==> config.mk <==
export PLATFORM = sky130hd
export DESIGN_NAME = mem_stage
export DESIGN_NICKNAME = d
export VERILOG_FILES = /design/src/rtl/mem_stage.sv
export SDC_FILE = /design/constraint.sdc
export NUM_CORES = 1
export LEC_CHECK = 0
export ABC_AREA = 1
export ABC_CLOCK_PERIOD_IN_PS = 3400
export BUFFER_PORTS_ARGS = -buffer_cell sky130_fd_sc_hd__buf_2
export CORE_MARGIN = 5
export CORE_UTILIZATION = 44
export CTS_CLUSTER_SIZE = 28
export DETAILED_ROUTE_END_ITERATION = 8
export PLACE_DENSITY = 0.82
export SLEW_MARGIN = 30
export SYNTH_ARGS = -nofsm -noshare
export SYNTH_HDL_FRONTEND = slang
export SYNTH_SLANG_ARGS = --single-unit
export TNS_END_PERCENT = 10
==> constraint.sdc <==
create_clock -name i_clk -period 3.4 [get_ports i_clk]
set_input_delay 1.02 -clock i_clk [delete_from_list [all_inputs] [get_ports i_clk]]
set_output_delay 1.02 -clock i_clk [all_outputs]
set_load 0.02 [all_outputs]
==> src/rtl/mem_stage.sv <==
`default_nettype none
// ============================================================================
// Module   : mem_stage
// Brief    : MEM pipeline stage. Runs the data-bus handshake, formats load and
//            store lanes, aborts hung bus transactions and registers the
//            MEM/WB result. Optional macro MEM_MISALIGN_CHECK_EN traps
//            misaligned halfword/word accesses instead of issuing them.
// Revision : 1.0 - initial release
// ============================================================================
module mem_stage #(
    parameter int unsigned TIMEOUT = 15
) (
    input  logic        i_clk,
    input  logic        i_rst,
    input  logic        i_valid,
    input  logic [31:0] i_alu_result,
    input  logic [31:0] i_rs2_rdata,
    input  logic [2:0]  i_funct3,
    input  logic [4:0]  i_rd_addr,
    input  logic [31:0] i_pc_plus_4,
    input  logic        i_mem_read,
    input  logic        i_mem_write,
    input  logic        i_reg_write,
    input  logic        i_mem_to_reg,
    input  logic        i_jump,
    output logic        o_dmem_req,
    output logic        o_dmem_we,
    output logic [31:0] o_dmem_addr,
    output logic [31:0] o_dmem_wdata,
    output logic [3:0]  o_dmem_mask,
    input  logic        i_dmem_ready,
    input  logic        i_dmem_rvalid,
    input  logic [31:0] i_dmem_rdata,
    output logic        o_stall,
    output logic        o_wb_valid,
    output logic [31:0] o_wb_data,
    output logic [4:0]  o_wb_rd_addr,
    output logic        o_wb_reg_write,
    output logic        o_bus_err,
    output logic        o_misalign
);

    typedef enum logic [1:0] {
        S_IDLE = 2'd0,
        S_REQ  = 2'd1,
        S_WAIT = 2'd2
    } state_t;

    localparam logic [7:0] C_TIMEOUT = 8'(TIMEOUT);

    state_t      state_q, state_d;
    logic [7:0]  cnt_q, cnt_d;
    logic        wb_valid_q, wb_valid_d;
    logic [31:0] wb_data_q, wb_data_d;
    logic [4:0]  wb_rd_q, wb_rd_d;
    logic        wb_reg_write_q, wb_reg_write_d;
    logic        bus_err_q, bus_err_d;

    logic        w_memop;
    logic        w_is_load;
    logic        w_is_store;
    logic        w_timeout;
    logic        w_misalign;
    logic        w_req;
    logic        w_done;
    logic        w_retire;
    logic [1:0]  w_ofs;
    logic [7:0]  w_byte;
    logic [15:0] w_half;
    logic [31:0] w_load_data;
    logic [31:0] w_store_data;
    logic [3:0]  w_store_mask;
    logic        w_unused;

    // Write-back source is chosen by i_jump/i_mem_read alone.
    assign w_unused   = i_mem_to_reg;

    assign w_memop    = i_valid & (i_mem_read | i_mem_write);
    assign w_is_load  = i_mem_read;
    assign w_is_store = ~i_mem_read & i_mem_write;
    assign w_ofs      = i_alu_result[1:0];

`ifdef MEM_MISALIGN_CHECK_EN
    logic w_misaligned;
    logic misalign_q, misalign_d;

    always_comb begin
        w_misaligned = 1'b0;
        case (i_funct3[1:0])
            2'b01:   w_misaligned = w_ofs[0];
            2'b10:   w_misaligned = (w_ofs != 2'b00);
            default: w_misaligned = 1'b0;
        endcase
    end

    // Trapped in IDLE so the bus never sees the access.
    assign w_misalign = w_memop & w_misaligned & (state_q == S_IDLE);
    assign misalign_d = w_retire & w_misalign;

    always_ff @(posedge i_clk or posedge i_rst) begin
        if (i_rst) begin
            misalign_q <= 1'b0;
        end else begin
            misalign_q <= misalign_d;
        end
    end

    assign o_misalign = misalign_q;
`else
    assign w_misalign = 1'b0;
    assign o_misalign = 1'b0;
`endif

    always_comb begin
        state_d   = state_q;
        cnt_d     = cnt_q;
        w_done    = 1'b0;
        w_timeout = (state_q != S_IDLE) && (cnt_q == C_TIMEOUT);
        w_req     = (state_q == S_REQ) && !w_timeout;
        case (state_q)
            S_IDLE: begin
                if (w_misalign) begin
                    w_done = 1'b1;
                end else if (w_memop) begin
                    state_d = S_REQ;
                    cnt_d   = 8'd0;
                end
            end
            S_REQ: begin
                cnt_d = cnt_q + 8'd1;
                // Abort wins over a same-cycle handshake: the request is already dropped.
                if (w_timeout) begin
                    state_d = S_IDLE;
                    w_done  = 1'b1;
                end else if (i_dmem_ready) begin
                    if (w_is_load) begin
                        state_d = S_WAIT;
                    end else begin
                        state_d = S_IDLE;
                        w_done  = 1'b1;
                    end
                end
            end
            S_WAIT: begin
                cnt_d = cnt_q + 8'd1;
                if (w_timeout || i_dmem_rvalid) begin
                    state_d = S_IDLE;
                    w_done  = 1'b1;
                end
            end
            default: begin
                state_d = S_IDLE;
            end
        endcase
    end

    assign w_retire = i_valid & (~w_memop | w_done);

    always_comb begin
        w_byte = 8'h00;
        case (w_ofs)
            2'd0:    w_byte = i_dmem_rdata[7:0];
            2'd1:    w_byte = i_dmem_rdata[15:8];
            2'd2:    w_byte = i_dmem_rdata[23:16];
            default: w_byte = i_dmem_rdata[31:24];
        endcase
        w_half = w_ofs[1] ? i_dmem_rdata[31:16] : i_dmem_rdata[15:0];
        case (i_funct3)
            3'b000:  w_load_data = {{24{w_byte[7]}}, w_byte};
            3'b001:  w_load_data = {{16{w_half[15]}}, w_half};
            3'b100:  w_load_data = {24'h000000, w_byte};
            3'b101:  w_load_data = {16'h0000, w_half};
            default: w_load_data = i_dmem_rdata;
        endcase
    end

    always_comb begin
        case (i_funct3[1:0])
            2'b00: begin
                w_store_mask = 4'b0001 << w_ofs;
                w_store_data = {4{i_rs2_rdata[7:0]}};
            end
            2'b01: begin
                w_store_mask = 4'b0011 << {w_ofs[1], 1'b0};
                w_store_data = {2{i_rs2_rdata[15:0]}};
            end
            default: begin
                w_store_mask = 4'b1111;
                w_store_data = i_rs2_rdata;
            end
        endcase
    end

    always_comb begin
        wb_valid_d     = w_retire;
        wb_reg_write_d = w_retire & i_reg_write & ~w_timeout & ~w_misalign;
        bus_err_d      = w_retire & w_timeout;
        wb_data_d      = wb_data_q;
        wb_rd_d        = wb_rd_q;
        if (w_retire) begin
            wb_rd_d = i_rd_addr;
            if (i_jump) begin
                wb_data_d = i_pc_plus_4;
            end else if (i_mem_read) begin
                wb_data_d = w_load_data;
            end else begin
                wb_data_d = i_alu_result;
            end
        end
    end

    always_ff @(posedge i_clk or posedge i_rst) begin
        if (i_rst) begin
            state_q        <= S_IDLE;
            cnt_q          <= 8'd0;
            wb_valid_q     <= 1'b0;
            wb_data_q      <= 32'h0;
            wb_rd_q        <= 5'd0;
            wb_reg_write_q <= 1'b0;
            bus_err_q      <= 1'b0;
        end else begin
            state_q        <= state_d;
            cnt_q          <= cnt_d;
            wb_valid_q     <= wb_valid_d;
            wb_data_q      <= wb_data_d;
            wb_rd_q        <= wb_rd_d;
            wb_reg_write_q <= wb_reg_write_d;
            bus_err_q      <= bus_err_d;
        end
    end

    // Bus fields are zeroed outside an active request so reset quiets them too.
    assign o_dmem_req     = w_req;
    assign o_dmem_we      = w_req & w_is_store;
    assign o_dmem_addr    = w_req ? {i_alu_result[31:2], 2'b00} : 32'h0;
    assign o_dmem_wdata   = (w_req & w_is_store) ? w_store_data : 32'h0;
    assign o_dmem_mask    = (w_req & w_is_store) ? w_store_mask : 4'h0;

    assign o_stall        = w_memop & ~w_done & ~i_rst;

    assign o_wb_valid     = wb_valid_q;
    assign o_wb_data      = wb_data_q;
    assign o_wb_rd_addr   = wb_rd_q;
    assign o_wb_reg_write = wb_reg_write_q;
    assign o_bus_err      = bus_err_q;

endmodule
`default_nettype wire

* After elaboration in Yosys (flattened, before gate mapping)
Cells that the tools add are included.
** Storage, ports and cells
- Bits in registers :: 50
- Logic and storage cells :: 74
- Bits in writable memories :: 0
- Input port bits :: 146
- ROM bits :: 0
- Bits in latches :: 0
- Memories kept :: 0
** Operators by class
- Shift-type cells :: 2
- Add/subtract/negate cells :: 1
- Div/mod/pow operators :: 0
- Equal/unequal tests :: 12
- $lt $le $gt $ge :: 0
- Reductions and logical operators :: 13
- $mul :: 0
- Bitwise gates (word level) :: 16
- Mux-type cells :: 23
** Operators by type and width (count)
- $mux 32 :: 4
- $pmux 32 s4 :: 1
- $pmux 32 s2 :: 1
- $pmux 8 s3 :: 1
- $mux 16 :: 1
- $pmux 8 s2 :: 1
- $mux 2 :: 5
- $and 1x1->1 :: 9
- $add 8x1->8 const B :: 1
- $eq 8x4->1 const B :: 1
- $mux 8 :: 1
- $pmux 4 s2 :: 1
- $eq 2x1->1 const B :: 3
- $eq 3x3->1 const B :: 2
- $logic_not 2->1 :: 3
- $pmux 2 s3 :: 1
- $not 1->1 :: 5
- $eq 2x2->1 const B :: 2
- $mux 1 :: 4
- $mux 4 :: 1
- $ne 2x2->1 const B :: 2
- $reduce_bool 2->1 :: 2
- $shl 1x2->4 const A :: 1
- $shl 2x2->4 const A :: 1
- 11 further kinds :: 13

* Depth between registers and ports, before layout
- Word-level depth :: 9
- Mapped depth :: 16
- Mapped depth without buffers :: 15

* Least setup slack after synthesis
Ideal clock, no wire load.
- Path type :: input -> output
- From :: input i_funct3[1]
- To :: output o_dmem_mask[3]
- Required time :: 2.380 ns
- Path slack :: 0.094 ns
- Cell stages on the path :: 6
- Data arrival time :: 2.286 ns
- Path buffers :: 3
- Cell sequence :: buf_2 > inv_1 > clkbuf_1 > clkbuf_1 > o211ai_1 > a21oi_1
** On the way
- Cells in the longest elaborated chain, start to end :: 3
- Elaborated cells between the ends (all ways) :: 4
- Classes of those cells :: 1 x eq/ne; 2 x mux; 1 x reduce/logical
** RTL lines
- from (decl) :: line 18 : input logic [2:0] i_funct3,
- $eq 2x1->1 / $logic_not 2->1 (equally long branches) :: line 178 : case (i_funct3[1:0])
- $pmux 4 s2 (*) :: line 178
- $mux 4 (*) :: line 237 : assign o_dmem_mask = (w_req & w_is_store) ? w_store_mask : 4'h0;
- to (decl) :: line 30 : output logic [3:0] o_dmem_mask,
Mark *: on every way between the ends. The rest lies on a longest branch, timed or not.

* Worst setup path in the final report
- From :: register state_q[1]
- To :: output o_dmem_wdata[30]
** On the way
- Cells in the longest elaborated chain, start to end :: 6
- Elaborated cells between the ends (all ways) :: 7
- Classes of those cells :: 1 x eq/ne; 1 x mux; 1 x bitwise; 4 x reduce/logical
** RTL lines
- from (decl) :: line 51 : state_t state_q, state_d;
- from (signal assigned) :: line 222 : state_q <= state_d;
- $reduce_bool 2->1 :: line 118 : w_timeout = (state_q != S_IDLE) && (cnt_q == C_TIMEOUT);
- $logic_and 1x1->1 :: line 118
- $logic_not 1->1 :: line 119 : w_req = (state_q == S_REQ) && !w_timeout;
- $logic_and 1x1->1 (*) :: line 119
- $and 1x1->1 (*) :: line 236 : assign o_dmem_wdata = (w_req & w_is_store) ? w_store_data : 32'h0;
- $mux 32 (*) :: line 236
- to (decl) :: line 29 : output logic [31:0] o_dmem_wdata,
Marked as above.

==> impl_metrics.csv <==
group,metric,value,unit
run_status,status,"completed",
power,ir_drop,0.000248,V
critical_path,regToRegSetupSlack,1.02,ns
global_route,antenna_found_initial,2,
critical_path,crit_path_cell_trace,"inv_1 > ha_1 > inv_1 > nand2_1 > nor2_1 > nand2_2 > nand2_1 > inv_1 > nand3_4 > inv_2 > o21ai_0 > nor2_1 > buf_2",
critical_path,crit_path_start,"state_q[1]",
critical_path,cpMostUsedCell,"inv_1",
timing,finalCriticalPeriod,3.24,ns
critical_path,crit_fanout,6,
power,power_frac_comb,0.570,
timing,holdWs,0.478,ns
timing,setup_viol,0,
critical_path,required,2.38,ns
final_layout,stdcell_count,1055,
timing,slew_headroom,0.633,
worst_hold_path,hold_path.class,"reg -> reg",
logic_synthesis,ys_types,28,
logic_synthesis,ys_seq_area_frac,0.303,
place,placedCellCount,1044,
timing,period_share,0.954,
power,leakagePower,3.45,nW
critical_path,reg2regPathDepth,16,
critical_path,slowest_stage,"dfrtp_1",
logic_synthesis,syn_area,4130,um^2
logic_synthesis,yosys-top-cells-count,"nand2_1 (242), nor2_1 (106), inv_1 (67), a21oi_1 (54), dfrtp_1 (50)",
global_route,grt_remaining_overflow,0,
timing,hold_viol,0,
place,io_buffers,253,
logic_synthesis,async_flop_share,1.00,
place,routabilityCongestion,0.999,
logic_synthesis,synth_edf_count,0,
detailed_routing,wl,15.7,mm
logic_synthesis,synth_area_leader_cell,"dfrtp_1",
detailed_routing,vias,5304,
final_layout,area_growth,34.6,%
critical_path,cp-end-kind,"primary output",
floorplan,die-area,11400,um^2
final_layout,multiInputGateArea,2400,um^2
detailed_routing,dr.first_iter.drc_count,324,
floorplan,start_util,0.449,
logic_synthesis,synth_ff_type,"dfrtp_1",
global_route,grtUsageTotal,0.265,
clocking,cts_tree,"built",
global_route,grt_pass1_vias,4886,
final_layout,fillCellCount,987,
detailed_routing,drtPass1Iterations,5,
floorplan,io_pins,258,
logic_synthesis,ys_warn_count,0,
logic_synthesis,post-synth-top-area-fraction,0.303,
detailed_routing,drt.antenna.violating_nets,0,
critical_path,reg2reg_to,"o_wb_rd_addr[0]",
critical_path,timing.rr.start,"state_q[1]",
critical_path,cpPeakStageDelay,0.41,ns
final_layout,layout.area.seq,1250,um^2
timing,fmax,308,MHz
critical_path,cp.arrival,2.22,ns
job,cap_violations,0,
timing,finalMaxSlewViolations,0,
global_route,grt_pass1_wl,24.2,mm
floorplan,die_h,107,um
logic_synthesis,synth_area_per_cell,5.84,um^2
power,total_power,2.63,mW
critical_path,start_kind,"register",
power,power.share.clock,0.131,
timing,setup_tns,0,ns
logic_synthesis,yosys_register_bits,50,
global_route,grt_start_max_net_pins,39,
detailed_routing,drc,0,
place,dp_hpwl,12.6,mm
floorplan,std_cell_rows,35,
detailed_routing,vias_per_cell,5.03,
timing,skew,0.00921,ns
logic_synthesis,synth_most_common_cell,"nand2_1",
critical_path,path_class,"reg -> out",
power,power_density,473,nW/um^2
clocking,cts_buffer_depth,2,
power,switchingPower,1.29,mW
logic_synthesis,postSynthCellCount,706,
power,p_sw_frac,0.491,
clocking,htreeDepth,2,
floorplan,die_w,107,um
critical_path,cp-endpoint,"o_dmem_wdata[30]",
power,p_seq_frac,0.300,
detailed_routing,wl_per_cell,14.9,um
timing,worst_pin_slew,0.551,ns
final_layout,fin_nets,1092,
clocking,insertion_delay,0.30,ns
clocking,cts_root_buf,"clkbuf_8",
final_layout,drive_gt1_frac,0.315,
clocking,clkSlewWorstSetupHoldPaths,0.10,ns
clocking,cts.sinks,50,
clocking,cts_buffers,5,
floorplan,coreArea,9200,um^2
logic_synthesis,netlist_top_cells_area,"dfrtp_1 (30%), nand2_1 (22%), nor2_1 (9.6%)",
power,power.internal,1.34,mW
-- kinds of logic after synthesis --
family / Yosys count / share of synthesized area
and+or+nand+nor: 420 / 0.413
AOI/OAI and AO/OA: 115 / 0.148
buffers and inverters: 115 / 0.120
DFF: 50 / 0.303
adders and majority gates: 4 / 0.0121
xor gates and xnor gates: 1 / 0.00212
other: 1 / 0.000909
-- per-layer routing --
layer	vias to the layer above	routed length (um)	GRT usage
met2	240	7390	0.449
met4	0	325	0.0612
met3	26	1150	0.0464
met1	2344	6850	0.354
met5	-	0	0
li1	2694	-	-
-- worst max-delay path: cells and delay by family, from the launching register on --
kind                       cells  cell delay, ns
and+or+nand+nor                6            0.57
DFF                            1            0.41
AOI/OAI and AO/OA              1            0.17
adders and majority gates      1            0.18
buffers and inverters          5            0.58
-- placed cells by master (no fill, tap or decap), types with 5 or more instances in the layout --
master    count
a22oi_1       7
inv_2         5
nand2_1     242
clkbuf_8      5
nor3_1        6
nand3_1      43
o21ai_0      42
o22ai_1       9
buf_4        19
inv_1        64
buf_2       252
nand4_1       9
dfrtp_1      50
or2_2         7
a21oi_1      54
nor2_1      106
-- timing repair --
item | 4_1_cts | 5_1_grt
hold buffers | 0 | 0
setup endpoints to repair | 0 | 16
endpoints found under the hold margin | 0 | 0
gates resized for setup | 0 | 5
setup buffers | 0 | 1
-- power by group through the flow --
| stage | Clock, mW | Combinational [mW] | Sequential [mW] |
|---|---|---|---|
| 2_1_floorplan | 0 | 0.847 | 0.915 |
| 3_3_place_gp | 0 | 1.46 | 0.793 |
| 3_5_place_dp | 0 | 1.48 | 0.796 |
| 4_1_cts | 0.353 | 1.49 | 0.787 |
| 5_1_grt | 0.374 | 1.65 | 0.804 |
| 6_report | 0.344 | 1.50 | 0.788 |
-- cell type report --
cell class,instances,share of cell area
tap,111,0.0250
multi-input combinational,543,0.432
antenna,2,0.000901
timing repair buffer,271,0.253
clock buffer,5,0.0124
timing repair inverter,1,0.00135
inverter,70,0.0473
clock inverter,2,0.00270
sequential,50,0.225
-- metrics by stage --
| stage | utilization | area [um^2] | setup WS, ns |
|---|---|---|---|
| 3_5_place_dp | 0.591 | 5430 | 0.201 |
| 3_3_place_gp | 0.591 | 5430 | 0.216 |
| 5_1_grt | 0.604 | 5550 | -0.00106 |
| 4_1_cts | 0.600 | 5520 | 0.0146 |
| 6_report | 0.604 | 5550 | 0.157 |
| 2_1_floorplan | - | 4130 | 0.0943 |
-- registers in the layout, summed over array words and instances (netlist names) --
name            count
o_bus_err           1
o_wb_data          32
cnt_q               8
state_q             2
o_wb_rd_addr        5
o_wb_valid          1
o_wb_reg_write      1
-- how the worst min path moves through the flow --
stage	slack [ns]	to	depth (start not counted)	startpoint
floorplan	0.47	cnt_q[1]	2	cnt_q[1]
detailed placement	0.46	o_wb_data[31]	2	o_wb_data[31]
finish	0.48	o_wb_rd_addr[0]	2	o_wb_rd_addr[0]
CTS	0.49	o_wb_data[31]	2	o_wb_data[31]
global route	0.51	o_wb_data[18]	2	o_wb_data[18]
global placement	0.46	o_wb_rd_addr[3]	2	o_wb_rd_addr[3]
Power figures use the tool's default switching activity.
